**config.mk**
```make
export PLATFORM = sky130hd
export DESIGN_NAME = control_unit_flat
export DESIGN_NICKNAME = d
export VERILOG_FILES = /design/src/rtl/control_unit_if.sv /design/src/rtl/control_unit.sv /design/src/flat_wrapper.sv
export SDC_FILE = /design/constraint.sdc
export NUM_CORES = 1
export LEC_CHECK = 0
export ABC_CLOCK_PERIOD_IN_PS = 6100
export CAP_MARGIN = 20
export CORE_MARGIN = 5
export CORE_UTILIZATION = 37
export CTS_CLUSTER_SIZE = 12
export DETAILED_ROUTE_END_ITERATION = 7
export PLACE_DENSITY = 0.88
export SYNTH_ARGS = -nofsm -noshare
export SYNTH_HDL_FRONTEND = slang
export SYNTH_SLANG_ARGS = --single-unit
```
**constraint.sdc**
```tcl
create_clock -name clock -period 6.1 [get_ports clock]
set_input_delay 1.525 -clock clock [delete_from_list [all_inputs] [get_ports clock]]
set_output_delay 1.525 -clock clock [all_outputs]
set_load 0.03 [all_outputs]
```
**src/rtl/control_unit_if.sv**
```systemverilog
// Control bundle between the hardwired sequencer and DataPath: instruction
// and halt request in, per-cycle datapath strobes out.
interface control_unit_if;
    logic        stop;
    logic [31:0] ir;
    logic [15:0] R_out;
    logic [15:0] R_in;
    logic        PCout, PCin, IncPC, MARin, MDRin, MDRout, Read, IRin;
    logic        Yin, Zin, Zhighout, Zlowout, HIin, LOin;
    logic        Cout;
    logic [31:0] cout_value;
    logic [4:0]  opcode;
    logic        run;
    logic        illegal;

    modport master (
        input  stop, ir,
        output R_out, R_in, PCout, PCin, IncPC, MARin, MDRin, MDRout, Read, IRin,
               Yin, Zin, Zhighout, Zlowout, HIin, LOin, Cout, cout_value,
               opcode, run, illegal
    );

    modport slave (
        output stop, ir,
        input  R_out, R_in, PCout, PCin, IncPC, MARin, MDRin, MDRout, Read, IRin,
               Yin, Zin, Zhighout, Zlowout, HIin, LOin, Cout, cout_value,
               opcode, run, illegal
    );
endinterface

```
**src/rtl/control_unit.sv**
```systemverilog
// Hardwired control sequencer: fetch in T0-T2, opcode-class execute in T3-T6,
// Moore strobes decoded from the state register and the registered IR.
module control_unit (
    input  logic           clock,
    input  logic           clear,
    control_unit_if.master bus,
    output logic [3:0]     o_dbg_state
);
    typedef enum logic [3:0] {
        S_RST  = 4'd0,
        S_T0   = 4'd1,
        S_T1   = 4'd2,
        S_T2   = 4'd3,
        S_T3   = 4'd4,
        S_T4   = 4'd5,
        S_T5   = 4'd6,
        S_T6   = 4'd7,
        S_HALT = 4'd8
    } state_t;

    typedef enum logic [2:0] {
        C_RR, C_IMM, C_UN, C_MD, C_NOP, C_HALT, C_ILL
    } class_t;

    state_t      r_state;
    state_t      w_next;
    logic        r_illegal;
    class_t      w_class;
    logic [4:0]  w_op;
    logic [4:0]  w_alu_op;
    logic [15:0] w_ra_hot, w_rb_hot, w_rc_hot;

    assign w_op     = bus.ir[31:27];
    assign w_ra_hot = 16'h0001 << bus.ir[26:23];
    assign w_rb_hot = 16'h0001 << bus.ir[22:19];
    assign w_rc_hot = 16'h0001 << bus.ir[18:15];

    // Immediate forms reuse the reg-reg ALU encodings (add/and/or).
    always_comb begin
        w_class  = C_ILL;
        w_alu_op = w_op;
        case (w_op)
            5'b00011, 5'b00100, 5'b00101, 5'b00110, 5'b00111,
            5'b01000, 5'b01001, 5'b01010, 5'b01011: w_class = C_RR;
            5'b01100: begin w_class = C_IMM; w_alu_op = 5'b00011; end
            5'b01101: begin w_class = C_IMM; w_alu_op = 5'b00101; end
            5'b01110: begin w_class = C_IMM; w_alu_op = 5'b00110; end
            5'b10001, 5'b10010: w_class = C_UN;
            5'b10000, 5'b01111: w_class = C_MD;
            5'b11010: w_class = C_NOP;
            5'b11011: w_class = C_HALT;
            default:  w_class = C_ILL;
        endcase
    end

    always_ff @(posedge clock) begin
        if (clear) begin
            r_state   <= S_RST;
            r_illegal <= 1'b0;
        end else begin
            r_state <= w_next;
            if (r_state == S_T3 && w_class == C_ILL)
                r_illegal <= 1'b1;
        end
    end

    // The opcode is only trustworthy from T3 on, so T3 is where the class
    // branch happens; nop/halt/illegal leave T3 without asserting strobes.
    always_comb begin
        w_next = r_state;
        case (r_state)
            S_RST:  w_next = S_T0;
            S_T0:   w_next = bus.stop ? S_HALT : S_T1;
            S_T1:   w_next = S_T2;
            S_T2:   w_next = S_T3;
            S_T3: begin
                case (w_class)
                    C_NOP:          w_next = S_T0;
                    C_HALT, C_ILL:  w_next = S_HALT;
                    default:        w_next = S_T4;
                endcase
            end
            S_T4:   w_next = S_T5;
            S_T5:   w_next = (w_class == C_MD) ? S_T6 : S_T0;
            S_T6:   w_next = S_T0;
            S_HALT: w_next = S_HALT;
            default: w_next = S_RST;
        endcase
    end

    always_comb begin
        bus.R_out    = 16'h0000;
        bus.R_in     = 16'h0000;
        bus.PCout    = 1'b0;
        bus.PCin     = 1'b0;
        bus.IncPC    = 1'b0;
        bus.MARin    = 1'b0;
        bus.MDRin    = 1'b0;
        bus.MDRout   = 1'b0;
        bus.Read     = 1'b0;
        bus.IRin     = 1'b0;
        bus.Yin      = 1'b0;
        bus.Zin      = 1'b0;
        bus.Zhighout = 1'b0;
        bus.Zlowout  = 1'b0;
        bus.HIin     = 1'b0;
        bus.LOin     = 1'b0;
        bus.Cout     = 1'b0;
        bus.opcode   = 5'b00000;
        case (r_state)
            S_T0: begin
                if (!bus.stop) begin
                    bus.PCout = 1'b1;
                    bus.MARin = 1'b1;
                    bus.IncPC = 1'b1;
                    bus.Zin   = 1'b1;
                end
            end
            S_T1: begin
                bus.Zlowout = 1'b1;
                bus.PCin    = 1'b1;
                bus.Read    = 1'b1;
                bus.MDRin   = 1'b1;
            end
            S_T2: begin
                bus.MDRout = 1'b1;
                bus.IRin   = 1'b1;
            end
            S_T3: begin
                case (w_class)
                    C_RR, C_IMM, C_UN: begin bus.R_out = w_rb_hot; bus.Yin = 1'b1; end
                    C_MD:              begin bus.R_out = w_ra_hot; bus.Yin = 1'b1; end
                    default: ;
                endcase
            end
            S_T4: begin
                bus.Zin    = 1'b1;
                bus.opcode = w_alu_op;
                case (w_class)
                    C_RR:    bus.R_out = w_rc_hot;
                    C_IMM:   bus.Cout  = 1'b1;
                    C_MD:    bus.R_out = w_rb_hot;
                    default: ;
                endcase
            end
            S_T5: begin
                bus.Zlowout = 1'b1;
                if (w_class == C_MD) bus.LOin = 1'b1;
                else                 bus.R_in = w_ra_hot;
            end
            S_T6: begin
                bus.Zhighout = 1'b1;
                bus.HIin     = 1'b1;
            end
            default: ;
        endcase
    end

    assign bus.cout_value = {{13{bus.ir[18]}}, bus.ir[18:0]};
    assign bus.run        = (r_state != S_RST) && (r_state != S_HALT);
    assign bus.illegal    = r_illegal;
    assign o_dbg_state    = r_state;
endmodule

```
**src/flat_wrapper.sv**
```systemverilog
// flat-port wrapper written by rule: the top's interface ports become plain ports
module control_unit_flat 
  (clock, clear, o_dbg_state, bus_stop, bus_ir, bus_R_out, bus_R_in, bus_PCout, bus_PCin, bus_IncPC, bus_MARin, bus_MDRin, bus_MDRout, bus_Read, bus_IRin, bus_Yin, bus_Zin, bus_Zhighout, bus_Zlowout, bus_HIin, bus_LOin, bus_Cout, bus_cout_value, bus_opcode, bus_run, bus_illegal);
  control_unit_if bus_i ();
  input  logic clock;
  input  logic clear;
  output logic [3:0] o_dbg_state;
  input wire logic [$bits(bus_i.stop)-1:0] bus_stop;
  input wire logic [$bits(bus_i.ir)-1:0] bus_ir;
  output wire logic [$bits(bus_i.R_out)-1:0] bus_R_out;
  output wire logic [$bits(bus_i.R_in)-1:0] bus_R_in;
  output wire logic [$bits(bus_i.PCout)-1:0] bus_PCout;
  output wire logic [$bits(bus_i.PCin)-1:0] bus_PCin;
  output wire logic [$bits(bus_i.IncPC)-1:0] bus_IncPC;
  output wire logic [$bits(bus_i.MARin)-1:0] bus_MARin;
  output wire logic [$bits(bus_i.MDRin)-1:0] bus_MDRin;
  output wire logic [$bits(bus_i.MDRout)-1:0] bus_MDRout;
  output wire logic [$bits(bus_i.Read)-1:0] bus_Read;
  output wire logic [$bits(bus_i.IRin)-1:0] bus_IRin;
  output wire logic [$bits(bus_i.Yin)-1:0] bus_Yin;
  output wire logic [$bits(bus_i.Zin)-1:0] bus_Zin;
  output wire logic [$bits(bus_i.Zhighout)-1:0] bus_Zhighout;
  output wire logic [$bits(bus_i.Zlowout)-1:0] bus_Zlowout;
  output wire logic [$bits(bus_i.HIin)-1:0] bus_HIin;
  output wire logic [$bits(bus_i.LOin)-1:0] bus_LOin;
  output wire logic [$bits(bus_i.Cout)-1:0] bus_Cout;
  output wire logic [$bits(bus_i.cout_value)-1:0] bus_cout_value;
  output wire logic [$bits(bus_i.opcode)-1:0] bus_opcode;
  output wire logic [$bits(bus_i.run)-1:0] bus_run;
  output wire logic [$bits(bus_i.illegal)-1:0] bus_illegal;
  assign bus_i.stop = bus_stop;
  assign bus_i.ir = bus_ir;
  assign bus_R_out = bus_i.R_out;
  assign bus_R_in = bus_i.R_in;
  assign bus_PCout = bus_i.PCout;
  assign bus_PCin = bus_i.PCin;
  assign bus_IncPC = bus_i.IncPC;
  assign bus_MARin = bus_i.MARin;
  assign bus_MDRin = bus_i.MDRin;
  assign bus_MDRout = bus_i.MDRout;
  assign bus_Read = bus_i.Read;
  assign bus_IRin = bus_i.IRin;
  assign bus_Yin = bus_i.Yin;
  assign bus_Zin = bus_i.Zin;
  assign bus_Zhighout = bus_i.Zhighout;
  assign bus_Zlowout = bus_i.Zlowout;
  assign bus_HIin = bus_i.HIin;
  assign bus_LOin = bus_i.LOin;
  assign bus_Cout = bus_i.Cout;
  assign bus_cout_value = bus_i.cout_value;
  assign bus_opcode = bus_i.opcode;
  assign bus_run = bus_i.run;
  assign bus_illegal = bus_i.illegal;
  control_unit u_core (.clock(clock), .clear(clear), .bus(bus_i), .o_dbg_state(o_dbg_state));
endmodule
```
==> run summary, run 1 <==
The run finished with clean final reports. Proportion of register bits with asynchronous set or reset after synthesis: 0. The number of nets in the synthesized netlist was 280; the area share of the largest cell type after synthesis was 0.184. After detailed routing, the average wire length per cell comes to 15.0 um. The number of rows created at floorplan was 23; the required arrival time at the worst endpoint was 4.58 ns. The detail route stage leaves a number of antenna-violating nets equal to 0. The tree is rooted in a sky130_fd_sc_hd__clkbuf_8. At the pin with the least slew margin, the transition time is 0.548 ns. The number of nets in the finished design was 331. The tools report the maximum number of pins on one net before global-route repair as 17. The tools report the cts-stage hold buffer count as 0. The tools report the cell count after placement as 341. The analysis attributes to cell leakage a power of 0.731 nW. The detailed-placement wirelength estimate was 4210 um; the synthesis warning total was 0. The die boundary height was 75.6 um; the slack of the critical path was 0.347 ns.

For the max-slew violation count, the log shows 0. In the post-synthesis netlist, the biggest area contributors are sky130_fd_sc_hd__buf_4 18%, sky130_fd_sc_hd__nor2_1 9.2%, sky130_fd_sc_hd__dfxtp_1 6.3%. VDD sags by at most 0.000154 V. Class of the worst hold path: flop to flop.

The post-synthesis cell type with the largest combined area is sky130_fd_sc_hd__buf_4. From synthesis to final layout, the design area changed by 44.1%. The initial detailed-routing violation count is 222.

The run gives 0.22 ns as the clock latency on the worst-skew pair. The tools report the category of the worst setup path capture point as an output port. The number of primary I/O pins is 125, and the global placer's final weighted congestion is 0.943.

The run gives 1 as the CTS H-tree depth. Data arrives at the worst endpoint at 4.23 ns. Proportion of layout cells with a drive suffix above 1: 0.0746. The number of clock buffers added by TritonCTS is 3.

The logs give 0 for the post-CTS setup buffer count and 2 for the maximum buffer depth of the clock tree. The region available for standard cell placement spans 4090 sq um. Counting flops with a built-in enable in the synthesized netlist gives 0.

The die footprint came out at 5710 sq um. The count of state elements after synthesis was 5; the netlist area before placement was 1590 sq um. After synthesis, the most frequently instantiated cells are 39 x sky130_fd_sc_hd__buf_4, 39 x sky130_fd_sc_hd__nor2_1, 24 x sky130_fd_sc_hd__nand2_1, 15 x sky130_fd_sc_hd__nor3_1. After routing the design area is 2290 sq um. The ratio of final minimum period to clock period was 0.943. The total global-route track usage is 0.174, and the synthesized area per cell is 6.50 sq um. Setup repair after global routing left no endpoint under its margin.

Setup violations remaining at the end of the flow were counted as 0. Using the TritonRoute via totals, the vias-per-cell ratio works out to 5.56. The clock slew seen by the registers of the worst setup and hold paths works out to 0.04 ns.

The startpoint class of the critical path is an input pin. Once placement finished, the instance area stood at 2250 sq um. Adding up every negative setup slack in the final design gives 0 ns. The worst path in the final design needs a cycle of 5.75 ns, including I/O delays and setup. The highest clock rate was 0.174 GHz.

The run gives 8040 um as the first-pass GRT wire length. The logs give 1917 for the total via count in the routed design and 5 for the first-pass iteration count of the detailed router. The fraction of the yosys area taken by sequential cells is 0.0629.

Among all flip-flop cells after synthesis, the most frequent one is sky130_fd_sc_hd__dfxtp_1. For the total of max-cap violations, the log shows 0. The final worst clock skew is 0.000669 ns, and the via count of the first global-routing pass is 1734. The tools report the starting density of the core as 0.389. Critical path class: input pin to output port. TritonCTS built the clock tree. The maximum fanout count along the critical path works out to 14. Power spread over the standard cell area amounts to 98.6 nW/um^2. The run gives 245 as the cell count after synthesis. The width of the chip is 75.6 um, and the final count of hold timing violations is 0. Global routing finished with a remaining overflow of 0. The number of cells upsized or downsized after cts was 0; the filler cell count was 400. For this run, design rule violations remaining after detail routing come to 0. The number of clock sinks came out at 5. For the count of unique library cells instantiated by Yosys, the log shows 49. The worst max-slew margin expressed relative to the limit was 0.633. The count of buffers added on input and output ports is 94.

The number of antenna diodes in the final layout is 0. The logs give 0 for the number of antenna violations at the first check in global routing and 0.405 ns for the worst slack at placement. The total wire length after detailed routing is 5170 um, and the non-filler instance count after layout is 345.
## routing by layer
metal	track usage	share of wire	wire length [um]
met1	0.234	0.40	2050
met2	0.286	0.46	2380
met3	0.0303	0.13	667
met4	0.0466	0.015	76
met5	0	0	0
## flip-flops by register name (all words and copies together), names as in the netlist
register	count
u_core.bus.illegal	1
u_core.o_dbg_state	4
## final timing paths
| kind | slack (ns) | start | depth (start not counted) | end |
|---|---|---|---|---|
| setup / recovery | 0.35 | bus_ir[29] | 7 | bus_R_out[1] |
| setup reg to reg | 4.34 | u_core.o_dbg_state[2]$_SDFF_PP0_ | 6 | u_core.o_dbg_state[2]$_SDFF_PP0_ |
| hold / removal | 0.48 | u_core.bus.illegal$_SDFFE_PP0P_ | 2 | u_core.bus.illegal$_SDFFE_PP0P_ |
| hold reg to reg | 0.48 | u_core.bus.illegal$_SDFFE_PP0P_ | 2 | u_core.bus.illegal$_SDFFE_PP0P_ |
## kinds of logic (layout without fill, tap and decap cells)
| kind of cell | Yosys count | after routing | synth area share |
|---|---|---|---|
| XOR/XNOR | 1 | 1 | 0.00550 |
| flip-flops | 5 | 5 | 0.0629 |
| adder cells (fa/ha/maj) | 1 | 1 | 0.00707 |
| buffers and inverters | 54 | 104 | 0.237 |
| AND/OR/NAND/NOR | 139 | 139 | 0.467 |
| AO/OA/AOI/OAI | 45 | 45 | 0.221 |
## critical path, stage by stage
cell and delay (ns):
sky130_fd_sc_hd__clkdlybuf4s50_1 0.72, sky130_fd_sc_hd__nand3b_1 0.26, sky130_fd_sc_hd__o2bb2a_4 0.33, sky130_fd_sc_hd__o22ai_2 0.28, sky130_fd_sc_hd__nand3b_1 0.18, sky130_fd_sc_hd__o221ai_1 0.21, sky130_fd_sc_hd__clkdlybuf4s50_1 0.71
## report_power, final
group / switching [mW] / internal (mW) / total [mW] / leakage, nW
combinational: 0.0729 / 0.0520 / 0.125 / 0.667
sequential: 0.00557 / 0.0353 / 0.0409 / 0.0409
clock: 0.0156 / 0.0448 / 0.0604 / 0.0228
## cell type report
class,count,area [sq um],share of cell area
Sequential cell,5,100,0.0436
Clock buffer,4,45.0,0.0196
Multi-Input combinational cell,186,1110,0.486
Tap cell,50,62.6,0.0273
Timing Repair Buffer,96,956,0.417
Inverter,4,15.0,0.00655
## stage by stage
step / hold slack, ns / total power [mW] / utilization
final: 0.484 / 0.226 / 0.561
after global routing: 0.550 / 0.240 / 0.561
after CTS: 0.493 / 0.226 / 0.561
after detailed placement: 0.471 / 0.165 / 0.550
after global placement: 0.462 / 0.164 / 0.550
after floorplan: 0.618 / 0.143 / -
## cell usage in the layout (no fill, tap or decap), types with 4 or more instances in the layout
cell,n
sky130_fd_sc_hd__dfxtp_1,5
sky130_fd_sc_hd__nand3_1,10
sky130_fd_sc_hd__nand2b_1,10
sky130_fd_sc_hd__nor3_1,15
sky130_fd_sc_hd__inv_1,4
sky130_fd_sc_hd__or3_1,4
sky130_fd_sc_hd__nand3b_1,7
sky130_fd_sc_hd__nand2_1,24
sky130_fd_sc_hd__o21ai_0,8
sky130_fd_sc_hd__and3_1,4
sky130_fd_sc_hd__nor3b_1,5
sky130_fd_sc_hd__nor2_1,39
sky130_fd_sc_hd__a21oi_1,4
sky130_fd_sc_hd__o221ai_1,10
sky130_fd_sc_hd__o211ai_1,7
sky130_fd_sc_hd__clkdlybuf4s50_1,94
Power figures use the tool's default switching activity.
==> inputs of run 2 (changes only) <==
--- a/config.mk
+++ b/config.mk
@@ -12,6 +12,7 @@
 export CTS_CLUSTER_SIZE = 12
 export DETAILED_ROUTE_END_ITERATION = 7
 export PLACE_DENSITY = 0.88
+export SKIP_LAST_GASP = 1
 export SYNTH_ARGS = -nofsm -noshare
 export SYNTH_HDL_FRONTEND = slang
 export SYNTH_SLANG_ARGS = --single-unit
==> results of run 2 <==
The final DEF is identical to that of run 1; final timing and power are the same.
